--- config.mk ---
export PLATFORM = sky130hd
export DESIGN_NAME = mm2s_dest_tagger
export DESIGN_NICKNAME = d
export VERILOG_FILES = /design/src/rtl/mm2s_dest_tagger.sv
export SDC_FILE = /design/constraint.sdc
export NUM_CORES = 1
export LEC_CHECK = 0
export ABC_AREA = 1
export CORE_AREA = 3 3 194 196
export DETAILED_ROUTE_END_ITERATION = 8
export DIE_AREA = 0 0 197 199
export HOLD_SLACK_MARGIN = 0.02
export SLEW_MARGIN = 30
export SYNTH_ARGS = -nofsm -noshare
export SYNTH_HDL_FRONTEND = slang
export SYNTH_SLANG_ARGS = --single-unit
--- constraint.sdc ---
create_clock -name clk -period 1.5 [get_ports clk]
set_clock_uncertainty 0.05 [all_clocks]
set_input_delay 0.375 -clock clk [delete_from_list [all_inputs] [get_ports clk]]
set_output_delay 0.375 -clock clk [all_outputs]
set_load 0.05 [all_outputs]
--- src/rtl/mm2s_dest_tagger.sv ---
// Pairs each MM2S command tag with its data packet, tags both streams with the decoded destination,
// drops dest==3 packets and counts per-dest packets. Optional output skid slice: MM2S_DEST_TAGGER_OREG_EN.
module mm2s_dest_tagger #(
  parameter int AXI_DATA_WIDTH = 128,
  parameter int MM2S_TAG_WIDTH = 64,
  parameter int DEST_LSB       = 0,
  parameter int CNT_WIDTH      = 16
) (
  input  logic                          clk,
  input  logic                          rst,
  output logic                          s_axis_mm2s_tready,
  input  logic                          s_axis_mm2s_tvalid,
  input  logic [AXI_DATA_WIDTH-1:0]     s_axis_mm2s_tdata,
  input  logic [AXI_DATA_WIDTH/8-1:0]   s_axis_mm2s_tkeep,
  input  logic                          s_axis_mm2s_tlast,
  output logic                          s_axis_mm2s_tag_tready,
  input  logic                          s_axis_mm2s_tag_tvalid,
  input  logic [MM2S_TAG_WIDTH-1:0]     s_axis_mm2s_tag_tdata,
  input  logic [MM2S_TAG_WIDTH/8-1:0]   s_axis_mm2s_tag_tkeep,
  input  logic                          s_axis_mm2s_tag_tlast,
  input  logic                          m_axis_buf2int_tready,
  output logic                          m_axis_buf2int_tvalid,
  output logic [AXI_DATA_WIDTH-1:0]     m_axis_buf2int_tdata,
  output logic [AXI_DATA_WIDTH/8-1:0]   m_axis_buf2int_tkeep,
  output logic                          m_axis_buf2int_tlast,
  output logic [1:0]                    m_axis_buf2int_tdest,
  input  logic                          m_axis_buf2int_tag_tready,
  output logic                          m_axis_buf2int_tag_tvalid,
  output logic [MM2S_TAG_WIDTH-1:0]     m_axis_buf2int_tag_tdata,
  output logic [MM2S_TAG_WIDTH/8-1:0]   m_axis_buf2int_tag_tkeep,
  output logic                          m_axis_buf2int_tag_tlast,
  output logic [1:0]                    m_axis_buf2int_tag_tdest,
  output logic                          err_bad_dest,
  output logic [CNT_WIDTH-1:0]          pkt_cnt_pe,
  output logic [CNT_WIDTH-1:0]          pkt_cnt_bn,
  output logic [CNT_WIDTH-1:0]          pkt_cnt_res
);

  localparam int ADW = AXI_DATA_WIDTH;
  localparam int TW  = MM2S_TAG_WIDTH;

  typedef enum logic [1:0] {IDLE, SEND_TAG, STREAM, DROP} state_t;

  state_t                 state_q, state_d;
  logic [TW-1:0]          tag_dat_q;
  logic [TW/8-1:0]        tag_keep_q;
  logic                   tag_last_q;
  logic [1:0]             dest_q;
  logic                   err_q;
  logic [CNT_WIDTH-1:0]   cnt_pe_q, cnt_bn_q, cnt_res_q;

  logic       tag_fire, m_tag_fire, fwd_fire, drop_fire, slice_empty;
  logic [1:0] tag_dest;

  assign tag_dest               = s_axis_mm2s_tag_tdata[DEST_LSB +: 2];
  assign s_axis_mm2s_tag_tready = !rst && (state_q == IDLE);
  assign tag_fire               = s_axis_mm2s_tag_tvalid && s_axis_mm2s_tag_tready;
  assign m_tag_fire             = m_axis_buf2int_tag_tvalid && m_axis_buf2int_tag_tready;
  assign fwd_fire  = (state_q == STREAM) && s_axis_mm2s_tvalid && s_axis_mm2s_tready;
  assign drop_fire = (state_q == DROP) && s_axis_mm2s_tvalid && s_axis_mm2s_tready;

  // The tag is held back until any previous packet has fully left the output slice.
  assign m_axis_buf2int_tag_tvalid = (state_q == SEND_TAG) && slice_empty;
  assign m_axis_buf2int_tag_tdata  = tag_dat_q;
  assign m_axis_buf2int_tag_tkeep  = tag_keep_q;
  assign m_axis_buf2int_tag_tlast  = tag_last_q;
  assign m_axis_buf2int_tag_tdest  = dest_q;

  assign err_bad_dest = err_q;
  assign pkt_cnt_pe   = cnt_pe_q;
  assign pkt_cnt_bn   = cnt_bn_q;
  assign pkt_cnt_res  = cnt_res_q;

`ifdef MM2S_DEST_TAGGER_OREG_EN
  typedef struct packed {
    logic [ADW-1:0]   dat;
    logic [ADW/8-1:0] keep;
    logic             last;
    logic [1:0]       dest;
  } beat_t;

  beat_t in_beat, out_q, skid_q;
  logic  out_vld_q, skid_vld_q;

  assign in_beat            = '{dat: s_axis_mm2s_tdata, keep: s_axis_mm2s_tkeep,
                                last: s_axis_mm2s_tlast, dest: dest_q};
  assign slice_empty        = !out_vld_q && !skid_vld_q;
  assign s_axis_mm2s_tready = !rst && (((state_q == STREAM) && !skid_vld_q) || (state_q == DROP));

  assign m_axis_buf2int_tvalid = out_vld_q;
  assign m_axis_buf2int_tdata  = out_q.dat;
  assign m_axis_buf2int_tkeep  = out_q.keep;
  assign m_axis_buf2int_tlast  = out_q.last;
  assign m_axis_buf2int_tdest  = out_q.dest;

  always_ff @(posedge clk) begin
    if (rst) begin
      out_vld_q  <= 1'b0;
      skid_vld_q <= 1'b0;
      out_q      <= '0;
      skid_q     <= '0;
    end else if (!out_vld_q || m_axis_buf2int_tready) begin
      if (skid_vld_q) begin
        out_q      <= skid_q;
        out_vld_q  <= 1'b1;
        skid_vld_q <= 1'b0;
      end else begin
        out_vld_q <= fwd_fire;
        if (fwd_fire) out_q <= in_beat;
      end
    end else if (fwd_fire) begin
      skid_q     <= in_beat;
      skid_vld_q <= 1'b1;
    end
  end
`else
  assign slice_empty        = 1'b1;
  assign s_axis_mm2s_tready = !rst && (((state_q == STREAM) && m_axis_buf2int_tready) ||
                                       (state_q == DROP));

  assign m_axis_buf2int_tvalid = (state_q == STREAM) && s_axis_mm2s_tvalid;
  assign m_axis_buf2int_tdata  = s_axis_mm2s_tdata;
  assign m_axis_buf2int_tkeep  = s_axis_mm2s_tkeep;
  assign m_axis_buf2int_tlast  = s_axis_mm2s_tlast;
  assign m_axis_buf2int_tdest  = dest_q;
`endif

  always_comb begin
    state_d = state_q;
    case (state_q)
      IDLE:     if (tag_fire) state_d = (tag_dest == 2'b11) ? DROP : SEND_TAG;
      SEND_TAG: if (m_tag_fire) state_d = STREAM;
      STREAM:   if (fwd_fire && s_axis_mm2s_tlast) state_d = IDLE;
      DROP:     if (drop_fire && s_axis_mm2s_tlast) state_d = IDLE;
      default:  state_d = IDLE;
    endcase
  end

  always_ff @(posedge clk) begin
    if (rst) begin
      state_q    <= IDLE;
      tag_dat_q  <= '0;
      tag_keep_q <= '0;
      tag_last_q <= 1'b0;
      dest_q     <= 2'b00;
      err_q      <= 1'b0;
      cnt_pe_q   <= '0;
      cnt_bn_q   <= '0;
      cnt_res_q  <= '0;
    end else begin
      state_q <= state_d;
      if (tag_fire) begin
        tag_dat_q  <= s_axis_mm2s_tag_tdata;
        tag_keep_q <= s_axis_mm2s_tag_tkeep;
        tag_last_q <= s_axis_mm2s_tag_tlast;
        dest_q     <= tag_dest;
        if (tag_dest == 2'b11) err_q <= 1'b1;
      end
      // A packet counts once its last beat has been accepted from upstream.
      if (fwd_fire && s_axis_mm2s_tlast) begin
        case (dest_q)
          2'b00:   cnt_pe_q  <= cnt_pe_q + CNT_WIDTH'(1);
          2'b01:   cnt_bn_q  <= cnt_bn_q + CNT_WIDTH'(1);
          2'b10:   cnt_res_q <= cnt_res_q + CNT_WIDTH'(1);
          default: ;
        endcase
      end
    end
  end

endmodule
## Word level (Yosys, flattened, before mapping)

Index checks and enable logic that the tools add are counted.

- Bits in registers: 126
- Output and inout port bits: 275

- $add $sub $neg: 3
- Eq/ne operators: 10
- Multiplexer cells: 6
- Reduce and logical (&&, ||, !) cells: 20

Operator list:

| operator | number |
|---|---|
| $add 16x1->16 const B | 3 |
| $logic_and 1x1->1 | 11 |
| $mux 2 | 5 |
| $eq 2x2->1 const B | 4 |
| $pmux 2 s4 | 1 |
| $reduce_and 2->1 | 4 |
| $ne 2x1->1 const B | 3 |
| $eq 2x1->1 const B | 2 |
| $logic_not 2->1 | 2 |
| $reduce_and 4->1 | 1 |
| $ne 2x2->1 const B | 1 |
| $logic_not 1->1 | 1 |
| $logic_or 1x1->1 | 1 |

## Logic depth before layout (Yosys ltp)

Gate-level depths: netlist of the first run.

- Depth after elaboration: 8
- Gate-level depth with buffers: 9
- Mapped depth without buffers: 9

## Worst setup path after synthesis of the first run

Ideal clock, no wire load.

- Path type: reg2reg
- Start point: reg cnt_res_q[0] (netlist: pkt_cnt_res[0])
- End point: reg cnt_res_q[8] (netlist: pkt_cnt_res[8])
- Setup time: 132 ps
- Data arrival time: 1623 ps
- Data required time: 1318 ps
- Setup slack: -305 ps
- Stages on the path, launching flop included: 8
- Clock period less this slack: 1805 ps
- Cells stage by stage: dfxtp_1 ha_1 nand2_1 nor2_1 nand2_1 xnor2_1 nand2_1 a21oi_1

- Cells in the longest elaborated chain, start to end: 1

RTL lines:

| element | RTL line | RTL |
|---|---|---|
| from (decl) | 50 | `logic [CNT_WIDTH-1:0] cnt_pe_q, cnt_bn_q, cnt_res_q;` |
| from (signal assigned) | 164 | `2'b10: cnt_res_q <= cnt_res_q + CNT_WIDTH'(1);` |
| $add 16x1->16 | 164 |  |

Every way passes these cells.
A chain may end at the register's enable or synchronous reset.

## Worst setup path after layout of the first run

- Start point: reg state_q[1]
- End point: out s_axis_mm2s_tready

- Cells in the longest elaborated chain, start to end: 4
- Elaborated cells between the ends (all ways): 5
- Classes of those cells: 2 x eq/ne; 3 x reduce/logical

RTL lines:

| element | RTL line | RTL |
|---|---|---|
| from (decl) | 44 | `state_t state_q, state_d;` |
| from (signal assigned) | 151 | `state_q <= state_d;` |
| $eq 2x2->1 | 118 | `assign s_axis_mm2s_tready = !rst && (((state_q == STREAM) && m_axis_buf2int_tready) \|\|` |
| $logic_and 1x1->1 | 118 |  |
| $logic_or 1x1->1 (*) | 118 |  |
| $logic_and 1x1->1 (*) | 118 |  |
| to (decl) | 11 | `output logic s_axis_mm2s_tready,` |

Every way passes the cells marked *; elsewhere a longest branch is shown, timed or not.

==> metrics.csv, run 1 <==
metric,value,unit
"commonest non-fill, non-tap cell in the layout",nand2_1,
Pwr Total,9.41,mW
RSZ-0062 raised after global routing,true,
largest family of logic cells by synthesized area,simple AND/OR/NAND/NOR gates,
register area share after synthesis,0.379,
Syn Area/Cell,7.13,um^2
Setup CP Type,flop to primary output,
#FFs+latches synth,124,
Max Cap Viol,0,
xor and xnor area share after synthesis,0.0134,
worst hold path type,input pin to flop,
maximum number of pins on one net before global-route repair,65,
Fmax,586,MHz
DR DRC count,0,
Placed Area,0.00991,mm^2
Vert. Die Dim,199,um
share of cells above drive strength 1,0.377,
GRT Total Usage,0.122,
failing checks,setup timing,
core area,0.0363,mm^2
vias per cell,4.23,
Seq pwr share,0.371,
H-tree levels,4,
Worst IR Drop VDD,0.747,mV
Max Slew Vio Count,0,
TritonRoute pass-1 iters,5,
gp weighted congestion,0.801,
Yosys cell types,30,
Clk pwr share,0.436,
pwr dens,829,mW/mm^2
WP data arrival,1280,ps
fin crit share,1.14,
initial DRC count,179,
dpl cells,1475,
critical path launch point type,flop,
mapped cell area,0.00655,mm^2
multiplexer area fraction after synthesis,0,
final wirelength,25.6,mm
Slew HR,0.519,
Max clock buf depth,2,
Final Non-Filler Cells,1537,
IO Pins,499,
"slowest stage delay, CP",390,ps
total die area,0.0392,mm^2
Final Setup Violations,50,
Mapped Cells,919,
"reg-to-reg slack, setup",-120,ps
Synth Area in Simple Gates,0.285,
switching portion of total power,0.295,
routed length per instance,16.6,um
static leakage,4.19,nW
Root Driver,clkbuf_16,
Final Util,0.313,
combinational share of power,0.194,
number of nets still failing antenna checks after routing,0,
Chip Width,197,um
GRT overflow,0,
Max Fanout on Critical Path,4,
NetSw,2.77,mW
Synth Area in Compound Gates,0.0970,
global-route wire length before repair,36.3,mm
worst-path cell chain,"nand2_4, buf_6, a21oi_4, buf_12",
worst slew pin tran,722,ps
clock latency on the worst-skew pair,430,ps
status,"complete, but fails checks",
PnR worst setup slack,-208,ps
final net count,1282,
Final Hold Fails,0,
CP Data Required Time,1070,ps
Syn-to-layout area delta,73.3,%
hold slack,274,ps
min Tclk post-route,1710,ps
Initial Util,0.181,
Syn. warnings,0,
number of global-route vias before repair,6386,
CP Capture Type,primary output,
syn nets,1146,
Final Instance Area,0.0114,mm^2
I/O Buffers,210,
CTS tree,built,
Pint,6.64,mW
total number of vias,6497,
Slowest cell on crit path,dfxtp_4,
"Clk pin slew, worst setup/hold paths",60,ps
initial antenna violation count,3,
HPWL after DPL,18.4,mm
Num CTS Buffers,17,
clock sink count,124,
FP Rows,70,
"commonest cells after routing, fill and taps aside","191 x nand2_1, 142 x buf_12, 90 x a21oi_1",
Adder-Cell Fraction of Synth Area,0.00573,
## flip-flops by register name (all words and copies together), names as in the netlist
name / count
m_axis_buf2int_tag_tkeep: 8
state_q: 2
m_axis_buf2int_tag_tdata: 64
pkt_cnt_bn: 16
m_axis_buf2int_tag_tlast: 1
pkt_cnt_res: 16
err_bad_dest: 1
pkt_cnt_pe: 16
## logic make-up after synthesis
group	count (synthesis)
buf+inv	228
xor+xnor	10
compound gates	127
fa+ha+maj	3
simple gates	427
flops	124
## routing by layer
| metal | global-route usage | vias to the layer above | share of wire |
|---|---|---|---|
| met4 | 0.0847 | 6 | 0.059 |
| met1 | 0.117 | 2935 | 0.33 |
| met3 | 0.0617 | 110 | 0.11 |
| met2 | 0.205 | 325 | 0.49 |
| met5 | 0.00741 | - | 0.0027 |
| li1 | - | 3121 | - |
## path summary, 6_finish.rpt
path                     start                 end  cells past startpoint
hold / removal             rst          state_q[0]                      4
setup / recovery    state_q[1]  s_axis_mm2s_tready                      4
hold reg to reg   err_bad_dest        err_bad_dest                      2
setup reg to reg    state_q[1]     pkt_cnt_res[12]                      9
## synth_stat cells, drive strengths merged
cell type | count | area [um^2]
ha | 3 | 37.5
a21oi | 114 | 571
nand3b | 1 | 7.51
nand2 | 215 | 815
inv | 38 | 143
nor3 | 7 | 51.3
nor3b | 1 | 7.51
dfxtp | 124 | 2480
xor2 | 7 | 61.3
xnor2 | 3 | 26.3
o21ai | 13 | 65.1
nand3 | 98 | 503
clkbuf | 22 | 82.6
or2 | 1 | 6.26
nand4 | 16 | 106
nor2 | 86 | 362
buf | 168 | 1210
and3 | 2 | 12.5
## metrics by stage
step | setup TNS (ps) | setup WS [ps]
floorplan | 0 | 4.45
global placement | -25680 | -533
detailed placement | -28300 | -570
CTS | -3650 | -239
global route | -9570 | -278
finish | -3660 | -208
## worst max-delay path: cells and delay by family, from the launching register on
family          cells  cell delay [ps]
compound gates      1              120
buf+inv             2              270
flops               1              390
simple gates        1               70
## power by group through the flow
| stage | logic (mW) | registers (mW) | clock network (mW) |
|---|---|---|---|
| floorplan | 1.43 | 3.87 | 0 |
| global placement | 1.66 | 3.57 | 0 |
| detailed placement | 1.67 | 3.58 | 0 |
| CTS | 1.74 | 3.49 | 4.27 |
| global route | 1.92 | 3.50 | 4.38 |
| finish | 1.82 | 3.49 | 4.10 |
## area by class of cell
class,instances,area [um^2]
Clock inverter,14,130
Timing Repair Buffer,305,4440
Inverter,38,148
Clock buffer,18,439
Antenna cell,1,2.50
Multi-Input combinational cell,568,3030
Sequential cell,124,2580
Fill cell,3750,24900
Tap cell,468,586
Timing Repair inverter,1,7.51
## timing repair
action | in CTS | in global routing
setup endpoints to repair | 55 | 127
endpoints found under the hold margin | 0 | 0
gates cloned | 4 | 6
pin swaps | 14 | 42
buffers inserted | 23 | 5
resized for setup | 86 | 90
hold buffers | 0 | 0
Power figures use the tool's default switching activity.
==> run 2, diff against run 1 <==
clock period = 2.16 ns   (was 1.5 ns; I/O delays follow)
==> metrics.csv, run 2 (synthesis gave the netlist of run 1 again) <==
metric,value,unit,change
final wirelength,23.1,mm,was 25.6 mm
I/O Buffers,210,,unchanged
dpl cells,1427,,was 1475
Ant. Diodes,0,,was 1
setup TNS,0,ps,was -3660 ps
max reg flops,64,,unchanged
pwr dens,711,mW/mm^2,was 829 mW/mm^2
hold slack,408,ps,was 274 ps
status,completed,,"was complete, but fails checks"
GRT busiest layer,met2,,unchanged
total die area,0.0392,mm^2,unchanged
PnR worst setup slack,109,ps,was -208 ps
cts repair resizes,64,,was 86
Max clock buf depth,2,,unchanged
clock latency on the worst-skew pair,430,ps,about the same
GRT overflow,0,,unchanged
Fmax,487,MHz,
FP Rows,70,,unchanged
Pwr Total,6.13,mW,was 9.41 mW
"Clk pin slew, worst setup/hold paths",60,ps,about the same
Worst IR Drop VDD,0.583,mV,was 0.747 mV
CTS tree,built,,unchanged
GRT Total Usage,0.116,,was 0.122
final net count,1206,,was 1282
vias per cell,4.13,,was 4.23
hold_buf cts,0,,unchanged
worst hold start,m_axis_buf2int_tag_tkeep[3],,was rst
Place WS,-109,ps,was -570 ps
static leakage,3.41,nW,was 4.19 nW
fin crit share,0.950,,
H-tree levels,4,,unchanged
Initial Util,0.181,,unchanged
WP data arrival,1460,ps,was 1280 ps
Final Non-Filler Cells,1460,,was 1537
met3 GRT Util,0.0622,,was 0.0617
Max Slew Vio Count,0,,unchanged
Slew HR,0.654,,was 0.519
min Tclk post-route,2050,ps,
clock sink count,124,,unchanged
total number of vias,6036,,was 6497
CP Data Required Time,1570,ps,was 1070 ps
crit path launch,m_axis_buf2int_tready,,was state_q[1]
critical path launch point type,input pin,,was flop
Setup CP Type,input pin to primary output,,was flop to primary output
CP Capture Type,primary output,,unchanged
number of global-route vias before repair,5885,,was 6386
Syn-to-layout area delta,31.6,%,was 73.3%
Vert. Die Dim,199,um,unchanged
met2 Track Usage GR,0.196,,was 0.205
TritonRoute pass-1 iters,4,,was 5
Root Driver,clkbuf_16,,unchanged
worst slew pin tran,520,ps,was 722 ps
"commonest cells after routing, fill and taps aside","211 x nand2_1, 124 x dfxtp_1, 113 x a21oi_1",,"was 191 x nand2_1, 142 x buf_12, 90 x a21oi_1"
HPWL after DPL,17.4,mm,was 18.4 mm
Num CTS Buffers,17,,unchanged
worst hold path type,flop to flop,,was input pin to flop
Max Cap Viol,0,,unchanged
Chip Width,197,um,unchanged
Worst R2R Start,state_q[1],,unchanged
DR DRC count,0,,unchanged
share of cells above drive strength 1,0.141,,was 0.377
core area,0.0363,mm^2,unchanged
initial DRC count,145,,was 179
initial antenna violation count,2,,was 3
number of nets still failing antenna checks after routing,0,,unchanged
maximum number of pins on one net before global-route repair,84,,was 65
RSZ-0062 raised after global routing,false,,was true
global-route wire length before repair,34.5,mm,was 36.3 mm
Final Hold Fails,0,,unchanged
routed length per instance,15.9,um,was 16.6 um
"commonest non-fill, non-tap cell in the layout",nand2_1,,unchanged
Post-CTS Setup Inserts,0,,was 23
Final Setup Violations,0,,was 50
gp weighted congestion,0.812,,was 0.801
Max Fanout on Critical Path,2,,was 4
IO Pins,499,,unchanged
met1 usage,0.112,,was 0.117
## run 2: final cells by class
class / count / area, um^2
Fill cell: 4053 / 27600
Clock buffer: 20 / 457
Clock inverter: 12 / 111
Inverter: 38 / 143
Multi-Input combinational cell: 567 / 2640
Timing Repair Buffer: 231 / 2200
Tap cell: 468 / 586
Sequential cell: 124 / 2480
## run 2: path summary, 6_finish.rpt
check	to	slack (ps)	depth (start not counted)
hold / removal	m_axis_buf2int_tag_tkeep[3]	410	2
setup / recovery	s_axis_mm2s_tready	110	4
hold reg to reg	m_axis_buf2int_tag_tkeep[3]	410	2
setup reg to reg	m_axis_buf2int_tag_tdata[18]	480	6
## run 2: per-layer routing
metal	part of all wire	wire length, um
met2	0.48	11000
met5	0.0015	34
met1	0.35	8170
met3	0.11	2640
met4	0.054	1250
## run 2: power breakdown
group | switching [mW] | internal, mW
logic | 0.570 | 0.340
registers | 0.0429 | 2.36
clock network | 1.17 | 1.65
## run 2: stage by stage
step | util | instance area, um^2
3_3_place_gp | 0.223 | 8100
5_1_grt | 0.238 | 8620
3_5_place_dp | 0.223 | 8100
2_1_floorplan | - | 6550
4_1_cts | 0.237 | 8590
6_report | 0.238 | 8620
## run 2: worst max-delay path, cell delays in order
cell and delay [ps]:
clkdlybuf4s50_1 480, inv_1 90, a21oi_2 190, buf_12 160
